[src/rtl/ntt_sched_pkg.sv]
`default_nettype none
// ============================================================================
// Module      : ntt_sched_pkg
// Description : Shared state encoding, widths and defaults for the NTT stage
//               scheduler.
// Revision    : 1.0 - initial release
// ============================================================================
package ntt_sched_pkg;

    localparam int STAGE_W         = 3;
    localparam int DEF_DRAIN_CYC   = 4;
    localparam int DEF_TIMEOUT_CYC = 1024;

    typedef enum logic [2:0] {
        ST_IDLE     = 3'd0,
        ST_K1_RUN   = 3'd1,
        ST_K1_DRAIN = 3'd2,
        ST_K2_RUN   = 3'd3,
        ST_K2_DRAIN = 3'd4,
        ST_DONE     = 3'd5
    } sched_state_e;

    // Bits needed to hold 0..max_val, never less than one.
    function automatic int cnt_width(input int max_val);
        return (max_val < 1) ? 1 : $clog2(max_val + 1);
    endfunction

endpackage
`default_nettype wire

[src/rtl/sched_down_cnt.sv]
`default_nettype none
// ============================================================================
// Module      : sched_down_cnt
// Description : Loadable down-counter with enable and zero flag; holds at 0.
// Revision    : 1.0 - initial release
// ============================================================================
module sched_down_cnt #(
    parameter int WIDTH = 4
) (
    input  logic             clk,
    input  logic             rst,
    input  logic             load,
    input  logic [WIDTH-1:0] load_val,
    input  logic             en,
    output logic             zero
);

    logic [WIDTH-1:0] r_count;

    always_ff @(posedge clk or negedge rst) begin
        if (!rst) begin
            r_count <= '0;
        end else if (load) begin
            r_count <= load_val;
        end else if (en && (r_count != '0)) begin
            r_count <= r_count - 1'b1;
        end
    end

    assign zero = (r_count == '0);

endmodule
`default_nettype wire

[src/rtl/ntt_stage_sched.sv]
`default_nettype none
// ============================================================================
// Module      : ntt_stage_sched
// Description : Sequences K1_STAGES k1 AGU passes then one k2 pass, with a
//               drain gap after each. Optional watchdog: SCHED_TIMEOUT_EN.
// Revision    : 1.0 - initial release
// ============================================================================
module ntt_stage_sched
    import ntt_sched_pkg::*;
#(
    parameter int K1_STAGES   = 2,
    parameter int DRAIN_CYC   = DEF_DRAIN_CYC,
    parameter int TIMEOUT_CYC = DEF_TIMEOUT_CYC
) (
    input  logic               clk,
    input  logic               rst,
    input  logic               start,
    input  logic               abort,
    input  logic               AGU_done_k1,
    input  logic               AGU_done_k2,
    output logic               AGU_enable_k1,
    output logic               AGU_enable_k2,
    output logic [STAGE_W-1:0] stage_idx,
    output logic               busy,
    output logic               done,
    output logic               timeout_err
);

    localparam int                   DRAIN_W      = cnt_width(DRAIN_CYC);
    localparam logic [DRAIN_W-1:0]   C_DRAIN_LOAD = DRAIN_W'(DRAIN_CYC - 1);
    localparam logic [STAGE_W-1:0]   C_LAST_K1    = (K1_STAGES > 0) ? STAGE_W'(K1_STAGES - 1) : '0;

    sched_state_e       r_state, w_next_state;
    logic [STAGE_W-1:0] r_stage_idx, w_next_stage_idx;
    logic               r_en_k1, r_en_k2, r_busy, r_done;
    logic               w_en_k1, w_en_k2, w_busy, w_done;
    logic               w_drain_load, w_drain_en, w_drain_zero;
    logic               w_timeout, w_start_ok;

    assign w_start_ok = (r_state == ST_IDLE) && start && !abort;

    // State and Moore outputs share one register stage so outputs track state.
    always_ff @(posedge clk or negedge rst) begin
        if (!rst) begin
            r_state     <= ST_IDLE;
            r_stage_idx <= '0;
            r_en_k1     <= 1'b0;
            r_en_k2     <= 1'b0;
            r_busy      <= 1'b0;
            r_done      <= 1'b0;
        end else begin
            r_state     <= w_next_state;
            r_stage_idx <= w_next_stage_idx;
            r_en_k1     <= w_en_k1;
            r_en_k2     <= w_en_k2;
            r_busy      <= w_busy;
            r_done      <= w_done;
        end
    end

    always_comb begin
        w_next_state     = r_state;
        w_next_stage_idx = r_stage_idx;
        case (r_state)
            ST_IDLE: begin
                if (w_start_ok) begin
                    w_next_state     = (K1_STAGES > 0) ? ST_K1_RUN : ST_K2_RUN;
                    w_next_stage_idx = '0;
                end
            end
            ST_K1_RUN:   if (AGU_done_k1) w_next_state = ST_K1_DRAIN;
            ST_K1_DRAIN: begin
                if (w_drain_zero) begin
                    if (r_stage_idx < C_LAST_K1) begin
                        w_next_state     = ST_K1_RUN;
                        w_next_stage_idx = r_stage_idx + 1'b1;
                    end else begin
                        w_next_state = ST_K2_RUN;
                    end
                end
            end
            ST_K2_RUN:   if (AGU_done_k2) w_next_state = ST_K2_DRAIN;
            ST_K2_DRAIN: begin
                if (w_drain_zero) begin
                    w_next_state     = ST_DONE;
                    w_next_stage_idx = '0;
                end
            end
            ST_DONE: begin
                w_next_state     = ST_IDLE;
                w_next_stage_idx = '0;
            end
            default: begin
                w_next_state     = ST_IDLE;
                w_next_stage_idx = '0;
            end
        endcase
        // Abort and watchdog expiry outrank every other transition.
        if ((r_state != ST_IDLE) && (abort || w_timeout)) begin
            w_next_state     = ST_IDLE;
            w_next_stage_idx = '0;
        end
    end

    always_comb begin
        w_en_k1 = (w_next_state == ST_K1_RUN);
        w_en_k2 = (w_next_state == ST_K2_RUN);
        w_busy  = (w_next_state == ST_K1_RUN) || (w_next_state == ST_K1_DRAIN) ||
                  (w_next_state == ST_K2_RUN) || (w_next_state == ST_K2_DRAIN);
        w_done  = (w_next_state == ST_DONE);
    end

    assign w_drain_load = ((r_state == ST_K1_RUN) && (w_next_state == ST_K1_DRAIN)) ||
                          ((r_state == ST_K2_RUN) && (w_next_state == ST_K2_DRAIN));
    assign w_drain_en   = (r_state == ST_K1_DRAIN) || (r_state == ST_K2_DRAIN);

    sched_down_cnt #(.WIDTH(DRAIN_W)) u_drain_cnt (
        .clk      (clk),
        .rst      (rst),
        .load     (w_drain_load),
        .load_val (C_DRAIN_LOAD),
        .en       (w_drain_en),
        .zero     (w_drain_zero)
    );

`ifdef SCHED_TIMEOUT_EN
    localparam int                WD_W      = cnt_width(TIMEOUT_CYC);
    localparam logic [WD_W-1:0]   C_WD_LOAD = WD_W'(TIMEOUT_CYC - 1);

    logic w_wd_load, w_wd_en, w_wd_zero, r_timeout_err;

    // Loaded with TIMEOUT_CYC-1 so zero marks the TIMEOUT_CYC-th RUN cycle.
    assign w_wd_load = ((w_next_state == ST_K1_RUN) && (r_state != ST_K1_RUN)) ||
                       ((w_next_state == ST_K2_RUN) && (r_state != ST_K2_RUN));
    assign w_wd_en   = (r_state == ST_K1_RUN) || (r_state == ST_K2_RUN);
    assign w_timeout = w_wd_zero && (((r_state == ST_K1_RUN) && !AGU_done_k1) ||
                                     ((r_state == ST_K2_RUN) && !AGU_done_k2));

    sched_down_cnt #(.WIDTH(WD_W)) u_wd_cnt (
        .clk      (clk),
        .rst      (rst),
        .load     (w_wd_load),
        .load_val (C_WD_LOAD),
        .en       (w_wd_en),
        .zero     (w_wd_zero)
    );

    always_ff @(posedge clk or negedge rst) begin
        if (!rst) begin
            r_timeout_err <= 1'b0;
        end else if (w_start_ok) begin
            r_timeout_err <= 1'b0;
        end else if (w_timeout && !abort) begin
            r_timeout_err <= 1'b1;
        end
    end

    assign timeout_err = r_timeout_err;
`else
    logic w_unused_timeout_cfg;
    assign w_unused_timeout_cfg = ^TIMEOUT_CYC;
    assign w_timeout            = 1'b0;
    assign timeout_err          = 1'b0;
`endif

    assign AGU_enable_k1 = r_en_k1;
    assign AGU_enable_k2 = r_en_k2;
    assign stage_idx     = r_stage_idx;
    assign busy          = r_busy;
    assign done          = r_done;

endmodule
`default_nettype wire

[config.mk]
export PLATFORM = sky130hd
export DESIGN_NAME = ntt_stage_sched
export DESIGN_NICKNAME = d
export VERILOG_FILES = /design/src/rtl/ntt_sched_pkg.sv /design/src/rtl/sched_down_cnt.sv /design/src/rtl/ntt_stage_sched.sv
export SDC_FILE = /design/constraint.sdc
export NUM_CORES = 1
export LEC_CHECK = 0
export ABC_AREA = 1
export CAP_MARGIN = 5
export CORE_MARGIN = 2
export CORE_UTILIZATION = 35
export CTS_CLUSTER_SIZE = 8
export DETAILED_ROUTE_END_ITERATION = 8
export PLACE_DENSITY = 0.56
export SLEW_MARGIN = 25
export SYNTH_ARGS = -nofsm -noshare
export SYNTH_HDL_FRONTEND = slang
export SYNTH_SLANG_ARGS = --single-unit
[constraint.sdc]
create_clock -name clk -period 1.82 [get_ports clk]
set_clock_uncertainty 0.15 [all_clocks]
set_input_delay 0.455 -clock clk [delete_from_list [all_inputs] [get_ports clk]]
set_output_delay 0.455 -clock clk [all_outputs]
set_load 0.02 [all_outputs]
* After elaboration in Yosys (flattened, before gate mapping) *
Index checks and enable logic that the tools add are counted.

cells by class
  $lt $le $gt $ge = 1
  reduce and logical (&&, ||, !) cells = 19
  $add $sub $neg = 2
  muxes and demuxes = 16
  eq/ne operators = 14

operators with widths
  operator               count
  $mux W3                13
  $pmux W3 S5            1
  $eq A3 B2 Y1 const B   4
  $pmux W3 S4            1
  $eq A3 B3 Y1 const B   3
  $ne A3 B2 Y1 const B   3
  $eq A3 B1 Y1 const B   2
  $logic_and A1 B1 Y1    6
  $logic_not A3 Y1       2
  $reduce_bool A3 Y1     2
  $logic_or A1 B1 Y1     5
  $reduce_and A5 Y1      1
  $add A3 B1 Y3 const B  1
  $lt A3 B1 Y1 const B   1
  $ne A3 B3 Y1 const B   1
  $sub A3 B1 Y3 const B  1
  $mux W2                1
  $ne A2 B1 Y1 const B   1
  $reduce_bool A2 Y1     1
  $reduce_or A2 Y1       1
  $logic_not A1 Y1       1

storage, ports and cells
  output and inout bits = 8
  bits in registers = 13
  bits of input ports = 6
  word-level logic and storage cells = 59

* Logic depth before layout (Yosys ltp) *
  depth in word-level cells = 10
  mapped depth = 12
  mapped depth without buffers = 12

* By module *
Synthesis repeated with hierarchy kept, for this count alone.

unflattened totals
  cell total of the unflattened synthesis = 116
  area total of the unflattened synthesis = 805.8 um^2

modules (own cells, without submodules)
  module           instances  cells an instance  seq. area each (um^2)  area an instance (um^2)
  ntt_stage_sched  1          89                 250.2                  613.1
  sched_down_cnt   1          27                 75.1                   192.7

* Worst setup path before layout *
OpenSTA, ideal clock, no wires.

  path kind = reg-to-reg
  start = register u_drain_cnt.r_count[0]
  end = register r_stage_idx[2] (netlist: stage_idx[2])
  cell stages (with the launch flop) = 12
  library setup time = 0.118 ns
  path buffers = 0
  setup slack = 0.281 ns
  required time = 1.552 ns
  arrival time = 1.271 ns
  clock period less this slack = 1.539 ns
  cell sequence = dfrtp_1 > inv_1 > ha_1 > inv_1 > nor2_1 > inv_1 > nand2_4 > nand3_2 > a21oi_4 > inv_2 > nor2_4 > nor2_1

on the way
  cells in the longest elaborated chain, start to end = 3
  elaborated cells on any way between the ends = 4
  classes of those cells = 2 x eq/ne; 2 x reduce/logical

RTL lines
  what                                  line                   text
  start, declared                       sched_down_cnt.sv:18   logic [WIDTH-1:0] r_count;
  start signal, assigned                sched_down_cnt.sv:24   r_count <= load_val;
  start signal, assigned                sched_down_cnt.sv:26   r_count <= r_count - 1'b1;
  $logic_not A3 Y1 *                    sched_down_cnt.sv:30   assign zero = (r_count == '0);
  $ne A3 B2 Y1 (no source line)         -
  $reduce_and A5 Y1 (no source line) *  -
  end signal, assigned                  ntt_stage_sched.sv:53  r_stage_idx <= w_next_stage_idx;
  end, declared                         ntt_stage_sched.sv:34  logic [STAGE_W-1:0] r_stage_idx, w_next_stage_idx;

Every way passes the cells marked *; elsewhere a longest branch is shown, timed or not.
A chain may end at the register's enable or synchronous reset.

* Worst setup path after layout *
Ends and elaborated chain as after synthesis.

==> summary.txt <==
Global routing
  • Antenna violations before repair: 0
  • Met1 Resource Use GR: 0.1738
  • M3 GR Usage: 0.01170
  • GR peak layer: met2
  • Total track usage: 0.1380
  • First-pass GRT wire length: 2.608 mm
  • GRT overflow: 0
  • Largest net degree at the start of global routing: 14
  • Vias in the first global route: 628
  • Met2 track demand over resource: 0.2165

STA
  • Max-slew violations: 0
  • Highest clock rate: 0.6028 GHz
  • Post-layout min period: 1.659 ns
  • Final hold vios: 0
  • Slack of the critical path: 0.1611 ns
  • Part of the cycle the worst path needs: 0.9115
  • Setup_tns: 0 ns
  • RSZ-0062 raised after global routing: false
  • Final setup viols: 0

Clock tree
  • Max Root-Sink Buffers: 2
  • Hold buffers post-CTS: 0
  • CTS root buffer: clkbuf_4
  • CTS buffer count: 3
  • Worst skew pair latency: 0.26 ns
  • CTS tree: done
  • Clock transition at path regs: 0.07 ns
  • Clock Sinks: 13
  • H-tree lvl count: 1

Status
  • Status: finished clean

Critical path
  • Worst EP arrival: 1.67 ns
  • Slowest CP cell: dfrtp_1
  • CP max stage delay: 0.39 ns
  • Startpoint types: flip-flop
  • Critical Path End Type: flip-flop
  • Worst path required time: 1.83 ns
  • Slack of the worst reg-to-reg path: 0.16 ns
  • Worst Setup SP: u_drain_cnt.r_count[0]
  • Most used cell, CP: inv_1
  • Crit Path Class: flip-flop to flip-flop
  • CP Cell Sequence: inv_1 -> ha_1 -> inv_1 -> nor2_2 -> inv_1 -> nand2_4 -> nand3_2 -> a21oi_4 -> inv_2 -> nor2_4 -> nor2_1
  • CP max FO: 4
  • Critical R2R Launch: u_drain_cnt.r_count[0]

Cells and area
  • Layout Nets: 127
  • Ratio of cells with drive above 1 in the final layout: 0.2564
  • N_diodes: 0
  • Area Overhead vs Synth: 28.39%
  • FILL cells: 223

Power and ir drop
  • Max VDD drop: 0.7865 mV
  • Leak pwr: 0.6098 nW
  • Power density over the cells: 1448 nW/um2

Synth
  • Synth top area share: 0.4194
  • Number of distinct library cells after synthesis: 22
  • Syn. warnings: 0
  • #FFs+latches synth: 13
  • Sequential-to-total area share from yosys stat: 0.4194
  • Number of flops mapped to enable cells by yosys: 0
  • Area of the mapped netlist: 775.7 um2
  • Avg Synthesized Cell Area: 8.081 um2
  • Post-Synthesis Cells: 96
  • Dominant synthesized flop cell: dfrtp_1
  • Synthesized net count: 105
  • Post-synth ARST share: 1.000
  • Synth area leaders: dfrtp_1 (42%), nand2_1 (10%), nor2_1 (7.3%), inv_1 (5.3%), ha_1 (4.8%)
  • Largest area contributor in the netlist: dfrtp_1

Drt
  • Vias after detailed routing: 606
  • Avg WL per Cell: 9.848 um
  • Via-to-Cell Ratio: 4.179
  • Initial drt markers: 10
  • Post-Route WL: 1.428 mm
  • 1st-pass router iterations: 4
  • # DRC: 0
  • Routed Antenna Nets: 0

Place
  • Place WS: -0.06516 ns
  • Port bufs: 12
  • GP Congestion: 0.7605
  • Detailed Place HPWL: 1.155 mm

Job
  • Max-cap violations: 0

Floorplanning
  • Initial Util: 0.3611
  • Row count: 17
  • Num ports: 14
  • Die W: 51.08 um
  • Die height: 51.08 um
  • Core box area: 2148 um2
  • DIE AREA: 2609 um2

Hold path
  • Worst hold path class: primary input to asynchronous set/reset pin
-- worst paths after layout --
path	endpoint	cells past startpoint
worst max register to register	stage_idx[2]	11
worst min register to register	stage_idx[2]	2
worst min-delay path	AGU_enable_k1	2
max in group asynchronous	r_state[2]	2
worst max-delay path	stage_idx[2]	11
min in group clk	stage_idx[2]	2
-- sequential cells by signal (all words and copies together) (netlist names) --
signal               cells
AGU_enable_k1            1
stage_idx                3
r_state                  3
u_drain_cnt.r_count      3
busy                     1
AGU_enable_k2            1
done                     1
-- cells in the final DEF (no fill, tap or decap), types with 2 or more instances in the layout --
cell	instances
nand2_4	3
inv_2	5
buf_4	6
clkdlybuf4s50_1	5
nand2_2	4
dlygate4sd2_1	5
ha_1	3
dfrtp_1	13
xor2_1	2
nor2_1	14
nand2_1	21
inv_1	11
nand3_1	5
clkbuf_4	3
dlymetal6s2s_1	2
nand3_2	3
nor2_2	2
-- critical path, delay by kind of cell, from the launching register on --
kind | cells | cell delay (ns)
flip-flops | 1 | 0.39
AND/OR/NAND/NOR | 5 | 0.39
buffers and inverters | 4 | 0.29
AO/OA/AOI/OAI | 1 | 0.18
adder cells (fa/ha/maj) | 1 | 0.15
-- stage by stage --
step | cells | instance area [um2] | hold WS [ns] | util | total power [mW]
6_report | 145 | 996.0 | 0.3332 | 0.4636 | 1.442
3_3_place_gp | 141 | 968.4 | 0.3837 | 0.4508 | 1.301
3_5_place_dp | 141 | 968.4 | 0.3863 | 0.4508 | 1.311
5_1_grt | 145 | 996.0 | 0.3596 | 0.4636 | 1.609
2_1_floorplan | 96 | 775.7 | 0.009409 | - | 1.054
4_1_cts | 145 | 988.4 | 0.3272 | 0.4601 | 1.463
-- what timing repair did --
action / CTS / global route
gates resized for setup: 5 / 3
buffers inserted: 0 / 0
hold endpoints to repair: 0 / 0
endpoints found under the setup margin: 5 / 8
-- routing by layer --
metal,share of wire,vias to the layer above
li1,-,327
met5,0,-
met1,0.51,267
met2,0.42,10
met4,0.022,0
met3,0.040,2
-- cells in the mapped netlist, drive strengths merged (2+ instances only) --
master  number
a21oi        2
dfrtp       13
ha           3
inv         16
nand2       28
nand3        8
nor2        17
xor2         2
-- power breakdown --
| group | total [mW] | switching [mW] | internal [mW] |
|---|---|---|---|
| registers | 0.460 | 0.0713 | 0.389 |
| logic | 0.815 | 0.499 | 0.317 |
| clock network | 0.167 | 0.0821 | 0.0847 |
| total | 1.44 | 0.652 | 0.790 |
-- cell families (layout without fill, tap and decap cells) --
group	Yosys count	count (layout)	synth area share
adder cells (fa/ha/maj)	3	3	0.04839
flip-flops	13	13	0.4194
AND/OR/NAND/NOR	55	55	0.3661
buffers and inverters	18	39	0.09355
other	1	1	0.004834
XOR/XNOR	3	3	0.03388
AO/OA/AOI/OAI	3	3	0.03386
-- cell type report --
type	instances	area (um2)	share of cell area
Timing Repair Buffer	18	163.9	0.1646
Sequential cell	13	325.3	0.3266
Tap cell	28	35.03	0.03518
Clock buffer	4	26.28	0.02638
Multi-Input combinational cell	65	380.4	0.3819
Inverter	17	65.06	0.06533
Note: power is estimated with default switching activity, not from simulation.
==> RTL edit 1, RTL diff (same flow settings) <==
Put one more register stage on the output `AGU_enable_k1`, cleared by the reset. The value now appears one clock later. The other outputs are not delayed to match.
--- a/src/rtl/ntt_stage_sched.sv
+++ b/src/rtl/ntt_stage_sched.sv
@@ -164,5 +164,11 @@
 `endif
 
-    assign AGU_enable_k1 = r_en_k1;
+    always_ff @(posedge clk or negedge rst) begin
+        if (!rst) begin
+            AGU_enable_k1 <= '0;
+        end else begin
+            AGU_enable_k1 <= r_en_k1;
+        end
+    end
     assign AGU_enable_k2 = r_en_k2;
     assign stage_idx     = r_stage_idx;
Formal check against the unedited RTL: not equivalent (a bounded check fails within 4 cycles, from zero or initial values and one cycle with rst low).
==> RTL edit 1 against the unedited design <==
  * Core utilization up 0.36 points
  * Hold slack got worse by 0.13 ns
  * Combinational power increased by 2%
  * Sequential cell count increased by 1
  * Fmax is 0.73% lower
  * Synthesized area grew 3.2%
  * Setup slack worse by 0.012 ns
  * Total power up 3.3%
  * Cell area increased by 2.8%
  * Cell count did not move
  * Routed wire length decreased by 5.9%
  * Critical path type unchanged
  * Largest power group unchanged
==> RTL edit 1: results (changes against the unedited design) <==
- Multi-input gate share of total cell area: 37.4% (-0.78 points)
- Critical Path AT: 1.69 ns (+0.02 ns)
- Place WS: -0.0491 ns (+0.0161 ns)
- Compound-Gate Fraction of Synth Area: 3.28% (-0.11 points)
- Number of global-route vias before repair: 617 (-1.8%)
- Post-detailed-route via-to-cell ratio: 4.41 (+5.4%)
- Mapped Nets: 106 (+0.95%)
- Global routing met1 resource utilization: 15.8% (-1.6 points)
- Sequential power share: 32.6% (+0.7 points)
- Area share of fa/ha/maj cells after synthesis: 4.69% (-0.15 points)
- Register area share after synthesis: 43.8% (+1.8 points)
- Post-Synth XOR/XNOR Area: 3.28% (-0.11 points)
- Largest net degree at the start of global routing: 15 (+1)
- Final Util: 46.7% (+0.36 points)
- Crit-path leading delay family: simple AND/OR/NAND/NOR gates
- Post-DP Area: 986 µm² (+1.8%)
- #FFs+latches synth: 14 (+1)
- DP Wirelength: 1120 µm (-2.6%)
- Detailed Route WL: 1340 µm (-5.9%)
- GPL Wtd Cong: 0.725 (-4.7%)
- NonClk Buf Share: 16.4% (-0.076 points)
- Layout clock buffers: 3 (-1)
- Global-route wire length before repair: 2440 µm (-6.4%)
- Grt met3 use: 2.87% (+1.7 points)
- Drt initial violations: 6 (-4)
- Post-Syn Area: 801 µm² (+3.2%)
- Combinational group share of total power: 56.0% (-0.5 points)
- Most frequent cells after synthesis: nand2_1 (21), nor2_1 (15), dfrtp_1 (14)
- Met2 Usage GRT: 19.6% (-2.0 points)
- Largest cells by area after synthesis: dfrtp_1 (44%), nand2_1 (9.8%), nor2_1 (7.0%)
- Share of post-route cells with drive strength above 1: 26.5% (+0.85 points)
- Area fraction of clock buffers and clock inverters: 2.20% (-0.44 points)
- Status: finished, final reports clean
- FILL cells: 221 (-0.90%)
- Routed via count: 639 (+5.4%)
- Gr usage total: 12.3% (-1.5 points)
- Avg Cell Area, Syn: 8.26 µm² (+2.2%)
- Reg area: 350 µm² (+7.7%)
- Cell Int Power: 0.000827 W (+4.7%)
- Maximum VDD drop: 0.816 mV (+3.8%)
- P_leak: 0.630 nW (+3.3%)
-- RTL edit 1: metal layers --
| metal | up-vias | wire length, µm | share of wire (%) |
|---|---|---|---|
| li1 | 331 | - | - |
| met1 | 293 | 632 | 47 |
| met2 | 13 | 631 | 47 |
| met3 | 2 | 64 | 4.8 |
| met4 | 0 | 17 | 1.3 |
| met5 | - | 0 | 0 |
-- RTL edit 1: timing repair --
item	in CTS	in global routing
buffers inserted	0	1
setup endpoints to repair	4	7
pin swaps	0	1
resized for setup	4	5
hold buffers	0	0
-- RTL edit 1: worst paths after layout --
kind / cells past startpoint / slack (ns) / endpoint
worst max-delay path: 11 / 0.15 / stage_idx[2]
worst min-delay path: 0 / 0.20 / AGU_enable_k1
worst max register to register: 11 / 0.15 / stage_idx[2]
worst min register to register: 0 / 0.20 / AGU_enable_k1
max in group asynchronous: 2 / 1.02 / u_drain_cnt.r_count[0]
min in group asynchronous: 2 / 0.33 / done
==> RTL edit 2, RTL diff (same settings) <==
Without the edit above. `DEF_DRAIN_CYC`: 4 -> 8.
--- a/src/rtl/ntt_sched_pkg.sv
+++ b/src/rtl/ntt_sched_pkg.sv
@@ -9,5 +9,5 @@
 
     localparam int STAGE_W         = 3;
-    localparam int DEF_DRAIN_CYC   = 4;
+    localparam int DEF_DRAIN_CYC   = 8;
     localparam int DEF_TIMEOUT_CYC = 1024;
 
Formal check against the unedited RTL: not equivalent (a bounded check fails within 10 cycles, from zero or initial values and one cycle with rst low).
==> RTL edit 2 against the unedited design <==
  * Setup slack got worse by 0.0042 ns
  * Global-route usage rose by 0.39 points
  * Die area rose by 7.0%
  * Cell area rose by 7.7%
  * Critical path depth fell by 10
  * Non-clock buffer count rose by 2
  * Sequential cell count rose by 1
  * Synthesized area rose by 7.6%
  * Routed wire length rose by 15%
  * Core utilization rose by 1.7 points
  * Total power rose by 15%
  * Critical path type is now register to output pin
  * Largest power group unchanged
==> RTL edit 2: results (changes against the unedited design) <==
- Avg Cell Area, Syn: 8.02 µm² (-0.69%)
- Crit-path max FO: 5 (+1)
- Register area share after synthesis: 42.0% (+0.044 points)
- Largest cells by area after synthesis: dfrtp_1 (42%), nand2_1 (9.0%), nor2_1 (6.3%)
- Global-route wire length before repair: 2840 µm (+8.7%)
- Post-route cell area: 1070 µm² (+7.7%)
- P_leak: 0.623 nW (+2.2%)
- Maximum VDD drop: 0.639 mV (-19%)
- Place WS: -0.0582 ns (+0.00693 ns)
- Routed WL per cell: 10.6 µm (+8.0%)
- Layout Nets: 136 (+7.1%)
- Most flops, register: u_drain_cnt.r_count
- Initial antenna violation count: 0 (unchanged)
- Most frequent cells after synthesis: nand2_1 (20), dfrtp_1 (14), nor2_1 (14)
- Max clock buf depth: 2 (unchanged)
- Mapped Nets: 112 (+6.7%)
- Clk_lat worst skew: 0.28 ns (+0.02 ns)
- Max reg flops: 4
- Drt initial violations: 7 (-3)
- FILL cells: 215 (-3.6%)
- Post-Place Cells: 151 (+7.1%)
- Critical Path AT: 1.06 ns (-0.61 ns)
- Post-detailed-route via-to-cell ratio: 4.61 (+10%)
- Layout Area Growth over Synthesis: 28.5% (about the same)
- Gr usage total: 14.2% (+0.39 points)
- Share of post-route cells with drive strength above 1: 29.9% (+4.3 points)
- Status: finished, final reports clean
- CP max stage delay: 0.42 ns (+0.03 ns)
- DRT Pass-1 Iters: 4 (unchanged)
- CTS clk-pin slew, worst paths: 0.09 ns (+0.02 ns)
- Ys async rst share: 100% (unchanged)
- DP Wirelength: 1260 µm (+8.8%)
- Sw frac: 45.3% (+0.091 points)
- Post-DP Area: 1040 µm² (+7.6%)
- Number of port buffers: 12 (unchanged)
- GPL Wtd Cong: 0.762 (+0.24%)
- Largest net degree at the start of global routing: 15 (+1)
- Worst hold-check path type: primary input to async pin
- Number of global-route vias before repair: 694 (+11%)
- Non-Filler Instances: 155 (+6.9%)
==> RTL edit 2: cell type report <==
type                            instances  share of cell area [%]
Tap cell                               28                    3.27
Multi-Input combinational cell         72                    38.7
Timing Repair Buffer                   20                    16.0
Clock buffer                            4                    3.38
Inverter                               17                    5.95
Sequential cell                        14                    32.7
==> RTL edit 2: layer usage <==
metal  part of all wire (%)  vias up  track usage [%]  routed length (µm)
met4                    1.4        0             6.41                  23
met1                     47      332             17.0                 781
met3                    4.8        4             2.86                  79
met5                      0        -                0                   0
met2                     46       15             24.2                 765
li1                       -      363                -                   -
==> RTL edit 2: power by group through the flow <==
stage / registers [W] / logic (W) / clock network [W]
final: 0.000516 / 0.000904 / 0.000232
after global routing: 0.000529 / 0.00100 / 0.000256
after CTS: 0.000513 / 0.000911 / 0.000239
after detailed placement: 0.000519 / 0.000937 / 0
after global placement: 0.000518 / 0.000934 / 0
after floorplan: 0.000567 / 0.000589 / 0
==> RTL edit 2: cell families after synthesis <==
logic type,Yosys count,synth area share [%]
xor+xnor,3,3.15
flops,14,42.0
simple gates,60,38.8
fa+ha+maj,2,3.00
buf+inv,18,8.55
other cells,1,0.449
compound gates,6,4.05
==> RTL edit 2: what timing repair did <==
| action | 4_1_cts | 5_1_grt |
|---|---|---|
| endpoints found under the setup margin | 7 | 1 |
| gates resized for setup | 7 | 2 |
| endpoints found under the hold margin | 0 | 0 |
| setup buffers | 0 | 0 |
| cloned | 0 | 0 |
==> RTL edit 2: worst register-to-register path, delay by kind of cell (launching register included) <==
kind	cells	cell delay, ns
fa+ha+maj	1	0.20
buf+inv	1	0.09
flops	1	0.38
simple gates	9	0.73
==> RTL edit 2: metrics by stage <==
step | hold slack [ns] | total power (W)
CTS | 0.327 | 0.00166
global route | 0.328 | 0.00179
floorplan | 0.00941 | 0.00116
detailed placement | 0.397 | 0.00146
finish | 0.323 | 0.00165
global placement | 0.392 | 0.00145
==> RTL edit 2: final timing paths <==
path,start,to,slack [ns],depth (start not counted)
worst max-delay path,stage_idx[0],stage_idx[0],0.16,1
worst min-delay path,rst,stage_idx[1],0.32,2
worst max register to register,u_drain_cnt.r_count[1],u_drain_cnt.r_count[3],0.17,11
worst min register to register,stage_idx[2],stage_idx[2],0.41,2
max in group asynchronous,rst,u_drain_cnt.r_count[1],1.02,2
min in group clk,stage_idx[2],stage_idx[2],0.41,2
